--- src/rtl/drac_icache_pkg.sv ---
// Shared icache refill types: L2 request/response structs, refill FSM states, geometry constants.
package drac_icache_pkg;

  localparam int PADDR_SIZE         = 26;
  localparam int WAY_WIDHT          = 128;
  localparam int ICACHE_N_WAY       = 4;
  localparam int ICACHE_N_WAY_CLOG2 = 2;

  localparam int unsigned IFILL_TIMEOUT_DEFAULT = 1024;

  typedef struct packed {
    logic                          valid;
    logic [ICACHE_N_WAY_CLOG2-1:0] way;
    logic [PADDR_SIZE-1:0]         paddr;
  } ifill_req_o_t;

  typedef struct packed {
    logic                 valid;
    logic                 ack;
    logic [WAY_WIDHT-1:0] data;
    logic [1:0]           beat;
  } ifill_resp_i_t;

  typedef enum logic [2:0] {
    IDLE,
    REQ,
    WAIT,
    WRITE,
    DRAIN
  } ifill_state_t;

endpackage

--- src/rtl/icache_ifill_ctrl.sv ---
// Icache line refill controller: one outstanding L2 refill, round-robin victim way, flush handling.
// ICACHE_IFILL_TIMEOUT_EN adds a refill watchdog that aborts and pulses xcpt_o.
module icache_ifill_ctrl
  import drac_icache_pkg::*;
#(
  parameter int unsigned TIMEOUT_CYCLES = IFILL_TIMEOUT_DEFAULT,
  parameter logic [1:0]  LAST_BEAT      = 2'd0
) (
  input  logic                          clk_i,
  input  logic                          rst_i,
  input  logic                          miss_valid_i,
  input  logic [PADDR_SIZE-1:0]         miss_paddr_i,
  output logic                          miss_ready_o,
  input  logic                          kill_i,
  output ifill_req_o_t                  ifill_req_o,
  input  ifill_resp_i_t                 ifill_resp_i,
  output logic                          line_valid_o,
  output logic [WAY_WIDHT-1:0]          line_data_o,
  output logic [ICACHE_N_WAY_CLOG2-1:0] line_way_o,
  output logic [PADDR_SIZE-1:0]         line_paddr_o,
  output logic                          busy_o,
  output logic                          xcpt_o
);

  if (TIMEOUT_CYCLES < 2) begin : g_bad_timeout
    $error("TIMEOUT_CYCLES must be at least 2");
  end

  ifill_state_t                  state, state_next;
  logic                          kill_q, kill_d;
  logic [ICACHE_N_WAY_CLOG2-1:0] rr_q, way_q;
  logic [PADDR_SIZE-1:0]         paddr_q;
  logic [WAY_WIDHT-1:0]          data_q;
  logic                          accept, last_beat, abort;

  assign miss_ready_o = (state == IDLE) && !kill_i;
  assign accept       = miss_valid_i && miss_ready_o;
  assign last_beat    = ifill_resp_i.valid && (ifill_resp_i.beat == LAST_BEAT);

`ifdef ICACHE_IFILL_TIMEOUT_EN
  localparam int TW = $clog2(TIMEOUT_CYCLES);
  localparam logic [TW-1:0] TO_LAST = TW'(TIMEOUT_CYCLES - 1);

  logic [TW-1:0] to_cnt;
  logic          xcpt_q;

  always_ff @(posedge clk_i) begin
    if (rst_i) begin
      to_cnt <= '0;
      xcpt_q <= 1'b0;
    end else begin
      xcpt_q <= abort;
      if (accept)             to_cnt <= '0;
      else if (state != IDLE) to_cnt <= to_cnt + 1'b1;
    end
  end

  // A last beat arriving on the final cycle still counts as completion.
  assign abort  = (state == REQ || state == WAIT || state == DRAIN) && (to_cnt == TO_LAST)
                  && !(last_beat && (state == WAIT || state == DRAIN));
  assign xcpt_o = xcpt_q;
`else
  assign abort  = 1'b0;
  assign xcpt_o = 1'b0;
`endif

  always_comb begin
    state_next = state;
    kill_d     = kill_q;
    case (state)
      IDLE: begin
        if (accept) begin
          state_next = REQ;
          kill_d     = 1'b0;
        end
      end
      REQ: begin
        // The request stays up until acked even after a flush; the kill is remembered.
        if (kill_i) kill_d = 1'b1;
        if (ifill_resp_i.ack) state_next = (kill_q || kill_i) ? DRAIN : WAIT;
      end
      WAIT: begin
        if (last_beat)   state_next = kill_i ? IDLE : WRITE;
        else if (kill_i) state_next = DRAIN;
      end
      WRITE: state_next = IDLE;
      DRAIN: if (last_beat) state_next = IDLE;
      default: state_next = IDLE;
    endcase
    if (abort) state_next = IDLE;
  end

  always_ff @(posedge clk_i) begin
    if (rst_i) begin
      state   <= IDLE;
      kill_q  <= 1'b0;
      rr_q    <= '0;
      way_q   <= '0;
      paddr_q <= '0;
      data_q  <= '0;
    end else begin
      state  <= state_next;
      kill_q <= kill_d;
      if (accept) begin
        way_q   <= rr_q;
        paddr_q <= miss_paddr_i;
      end
      if (state_next == WRITE) data_q <= ifill_resp_i.data;
      if (state == WRITE)      rr_q   <= rr_q + 1'b1;
    end
  end

  assign ifill_req_o  = '{valid: (state == REQ), way: way_q, paddr: paddr_q};
  assign line_valid_o = (state == WRITE);
  assign line_data_o  = data_q;
  assign line_way_o   = way_q;
  assign line_paddr_o = paddr_q;
  assign busy_o       = (state != IDLE);

endmodule

--- config.mk ---
export PLATFORM = sky130hd
export DESIGN_NAME = icache_ifill_ctrl
export DESIGN_NICKNAME = d
export VERILOG_FILES = /design/src/rtl/drac_icache_pkg.sv /design/src/rtl/icache_ifill_ctrl.sv
export SDC_FILE = /design/constraint.sdc
export NUM_CORES = 1
export LEC_CHECK = 0
export ABC_AREA = 1
export CORE_ASPECT_RATIO = 0.8
export CORE_MARGIN = 2
export CORE_UTILIZATION = 42
export CTS_CLUSTER_SIZE = 28
export DETAILED_ROUTE_END_ITERATION = 10
export PLACE_DENSITY = 0.81
export SYNTH_ARGS = -nofsm -noshare
export SYNTH_HDL_FRONTEND = slang
export SYNTH_SLANG_ARGS = --single-unit
--- constraint.sdc ---
create_clock -name clk_i -period 1.4 [get_ports clk_i]
set_input_delay 0.28 -clock clk_i [delete_from_list [all_inputs] [get_ports clk_i]]
set_output_delay 0.28 -clock clk_i [all_outputs]
set_load 0.02 [all_outputs]
Yosys cells after proc, flatten, opt, wreduce, memory -nomap -nowiden. Cells that the tools add are included.

Add/sub/neg operators: 1. Equal/unequal tests: 7. Multiplexer cells: 11. Reductions and logical operators: 10.

Operators with widths (number): $mux 3 (6); $pmux 3 s4 (1); $eq 3x2->1 const B (3); $ne 2x2->1 const B (2); $eq 3x1->1 const B (1); $eq 3x3->1 const B (1); $logic_and 1x1->1 (3); $logic_not 3->1 (1); $reduce_and 3->1 (1); $reduce_bool 3->1 (1); $add 2x1->2 const B (1); $logic_not 2->1 (1); $mux 1 (2); $mux 2 (1); $pmux 1 s2 (1); $reduce_bool 2->1 (1); $logic_not 1->1 (1); $logic_or 1x1->1 (1).

Bits in registers: 162. Bits of input ports: 162. Output and inout port bits: 189. Word-level logic and storage cells: 35.

Longest topological paths before layout. Gate-level depths: netlist of the first run.

Word-level depth: 6. Depth in mapped cells: 8. Mapped depth without buffers: 6.

Worst setup path before layout of the first run. Ideal clock, no wire load.

Path kind: reg-to-output. Start point: register state[0]. End point: output port miss_ready_o. Arrival time: 0.993 ns. Required time: 1.120 ns. Slack: 0.127 ns. Cell stages (with the launch flop): 4. Buffers on the path: 0. Path through: dfxtp_1 -> nor2_1 -> nand2_1 -> nor2_1.

Word-level cells in the longest chain between the ends: 2.

Ends and longest elaborated chain: start, declared (RTL line icache_ifill_ctrl.sv:29) `ifill_state_t state, state_next;`; start signal, assigned (RTL line icache_ifill_ctrl.sv:102) `state <= state_next;`; $logic_not 3->1 (RTL line icache_ifill_ctrl.sv:36) `assign miss_ready_o = (state == IDLE) && !kill_i;`; $logic_and 1x1->1 (RTL line icache_ifill_ctrl.sv:36); end, declared (RTL line icache_ifill_ctrl.sv:13) `output logic miss_ready_o,`.

Every way passes these cells.

Worst setup path after layout of the first run.
Start point: input port kill_i. End point: register data_q[52], in the netlist line_data_o[52].

Word-level cells in the longest chain between the ends: 6. Elaborated cells on any way between the ends: 12. Classes of those cells: eq/ne (1); mux (7); reduce/logical (4).

Ends and longest elaborated chain: start, declared (RTL line icache_ifill_ctrl.sv:14) `input logic kill_i,`; $logic_not 1->1 (RTL line icache_ifill_ctrl.sv:36); $logic_and 1x1->1 (RTL line icache_ifill_ctrl.sv:36); $logic_and 1x1->1 (RTL line icache_ifill_ctrl.sv:37) `assign accept = miss_valid_i && miss_ready_o;`; $mux 3 (RTL line icache_ifill_ctrl.sv:72) `if (accept) begin`; $pmux 3 s4 * (RTL line icache_ifill_ctrl.sv:70) `case (state)`; $eq 3x2->1 * (RTL line icache_ifill_ctrl.sv:108) `if (state_next == WRITE) data_q <= ifill_resp_i.data;`; end signal, assigned (RTL line icache_ifill_ctrl.sv:108); end, declared (RTL line icache_ifill_ctrl.sv:33) `logic [WAY_WIDHT-1:0] data_q;`.

Every way passes the cells marked *; elsewhere a longest branch is shown, timed or not. A chain may end at the register's enable or synchronous reset.

==> metrics, run 1 <==
clock buffer depth 2; Initial DRC Count 522; Syn Std Cell Area 7480 um2; worst r2r src state[1]$_SDFF_PP0_; GPL Wtd Cong 0.804; DRT Pass-1 Iters 6; layout cells sized above 1 35.0%; Worst R2R Path Depth 8; Routed WL per cell 18.3 um; CTS tree done; min Tclk post-route 1.57 ns; worst r2r dst line_data_o[52]$_SDFFE_PP0N_; crit path buf inv count 6; placed cells 1599; syn_area_per_cell 6.82 um2; Hold EP line_paddr_o[17]$_SDFFE_PP0P_; top-count cell post-synth nand2_1; PortBufs 349; DR vias 8632; pin count of the biggest net entering global routing 48; Seq/Total Area, Yosys 43.3%; ranking of synthesized cells by area dfxtp_1 (43%), nand2_1 (9.8%), nor2_1 (9.6%); failing checks setup timing; status finished with violations; Critical Path AT 1.88 ns; R2R Setup Slk -0.16 ns; DRT Wirelength 31.1 mm; non-filler cells, final 1702; worst hold path startpoint miss_paddr_i[17]; CTS Root Cell clkbuf_16; Final #Nets 1626; crit-path most repeated cell buf_12; hpwl dp 15.1 mm; register bit total from synthesis 162; endpoints failing hold 0; DRT antenna net count 0; initial antenna violation count 0; Async SR Flop Fraction 0%; Mapped Cells 1097; num rows 43; PwrDens 880 nW/um2; Antenna diodes 0; crit start category primary input; top_reg_cell synth dfxtp_1; die area 18900 um2; Worst-path clk slew 0.07 ns; Peak supply drop 763 uV; Finished Cell Area 14000 um2; Synth top cells by count nand2_1 (196), nor2_1 (192), dfxtp_1 (162), inv_1 (162), a21oi_1 (134); Yosys cell types 20; Worst path max stage delay 0.53 ns; P&R area growth vs syn 86.7%; Crit Path Class in -> reg; DRC 0; height of the chip 123 um; H-tree depth reported by CTS 4; worst-path cell chain clkdlybuf4s50_1 > inv_1 > nand3_4 > clkinv_8 > buf_12 > buf_8 > buf_12 > a21oi_2 > nor2_1; via density per instance 5.07; EDFF count, synth 0; Overflow after GRT 0; Hold Crit Class in -> reg; core area 17400 um2; Worst EP required 1.71 ns; leading area contributor after synthesis dfxtp_1; fill cell count 1061; setup ws final -0.167 ns; Slew Viols, Final 0; Overall Power 0.0123 W; worst-path maximum fanout 8; FF/Latch Area 3260 um2; Setup Skew 0.0101 ns; io pins 351; clock sink count 162; die outline width 153 um; f_max 0.638 GHz; first-pass GRT wire length 41.8 mm; Static Leak 6.12 nW; DP Area 11000 um2; crit-path leading delay family buffers and inverters; vias in the first global route 7953; critical path's slowest cell clkdlybuf4s50_1; GR Util All Layers 27.9%; RSZ-0062 raised after global routing true; initial cell density of the core 43.1%; Max-Cap Viols 0; post-synth net total 1259; Skew-Pair Late Insertion Delay 0.42 ns; Hold Path Cell Cnt 3; final setup fails 147; YS warnings 0; Yosys top cell area share 43.3%; Tcrit/Tclk final 112%; CP Capture Type flip-flop; Multi-input gate area 4030 um2; TritonCTS Buffers 17
==> worst min-delay path, cell delays in order <==
cell and delay (ns):
clkdlybuf4s50_1 0.40, nor2_1 0.10, nor2_1 0.05
==> layer usage <==
metal	share of wire (%)	global-route usage [%]	vias to the layer above	wire length, um
met5	0	0	-	0
met4	2.8	11.5	0	882
met3	7.3	6.73	77	2270
met2	51	47.9	390	15800
met1	39	33.9	4073	12200
li1	-	-	4092	-
==> logic make-up after synthesis <==
logic type | Yosys count | synth area share, %
AOI/OAI and AO/OA | 135 | 9.03
buffers and inverters | 273 | 18.1
other | 1 | 0.0501
DFF | 162 | 43.3
and+or+nand+nor | 526 | 29.5
==> sequential cells by signal, indices dropped and copies added, names as in the netlist <==
signal,count
line_data_o,128
line_paddr_o,26
kill_q,1
line_way_o,2
rr_q,2
state,3
==> worst max-delay path by stage <==
stage	from	endpoint	slack, ns	depth (start not counted)
CTS	state[1]$_SDFF_PP0_	ifill_req_o[28]	-0.20	3
global route	state[0]$_SDFF_PP0_	line_data_o[126]$_SDFFE_PP0N_	-0.22	10
floorplan	state[0]$_SDFF_PP0_	miss_ready_o	0.13	3
finish	kill_i	line_data_o[52]$_SDFFE_PP0N_	-0.17	9
detailed placement	ifill_resp_i[1]	line_data_o[10]$_SDFFE_PP0N_	-0.45	8
global placement	ifill_resp_i[1]	line_data_o[10]$_SDFFE_PP0N_	-0.41	8
==> layout make-up <==
cell class / instances / share of cell area (%)
repair buffers: 456 / 36.5
multi-input cells: 662 / 28.8
flip-flops and latches: 162 / 23.3
inverters: 164 / 4.51
clock buffers: 18 / 3.14
well taps: 225 / 2.01
clock inverters: 14 / 1.61
repair inverters: 1 / 0.0806
==> repair_timing <==
action,CTS,global route
hold buffers,0,0
setup buffers,30,9
endpoints found under the setup margin,298,304
gates cloned,29,16
resized for setup,510,359
pin swaps,39,55
==> where the power goes <==
group          internal (W)  switching, W  leakage [nW]
clock               0.00325       0.00207         0.313
sequential          0.00468     0.0000688          1.31
combinational       0.00107       0.00116          4.50
total               0.00900       0.00330          6.12
==> placed cells by master, fill, tap and decap left out, types with 27 or more instances in the layout <==
cell type,instances
clkdlybuf4s50_1,161
nand3_2,90
dfxtp_1,155
nand2_1,158
inv_1,159
buf_12,32
nand3_4,29
a21oi_1,90
clkbuf_16,32
nor2_1,167
clkdlybuf4s15_1,48
buf_16,27
nand2_2,34
clkbuf_2,98
clkdlybuf4s15_2,29
a21oi_2,43
==> through the flow <==
| step | setup TNS [ns] | utilization (%) | setup WS (ns) | hold slack [ns] |
|---|---|---|---|---|
| after detailed placement | -56.04 | 63.6 | -0.448 | 0.446 |
| after global placement | -51.48 | 63.6 | -0.406 | 0.440 |
| after floorplan | 0 | - | 0.127 | 0.349 |
| after CTS | -13.14 | 77.0 | -0.197 | 0.420 |
| after global routing | -19.70 | 80.4 | -0.222 | 0.424 |
| final | -10.86 | 80.4 | -0.167 | 0.438 |
(Power assumes the default switching activity.)
==> run 2, diff against run 1 <==
- HOLD_SLACK_MARGIN: not set -> 0.06
==> results of run 2 <==
Final layout, timing and power as in run 1 (identical DEF).
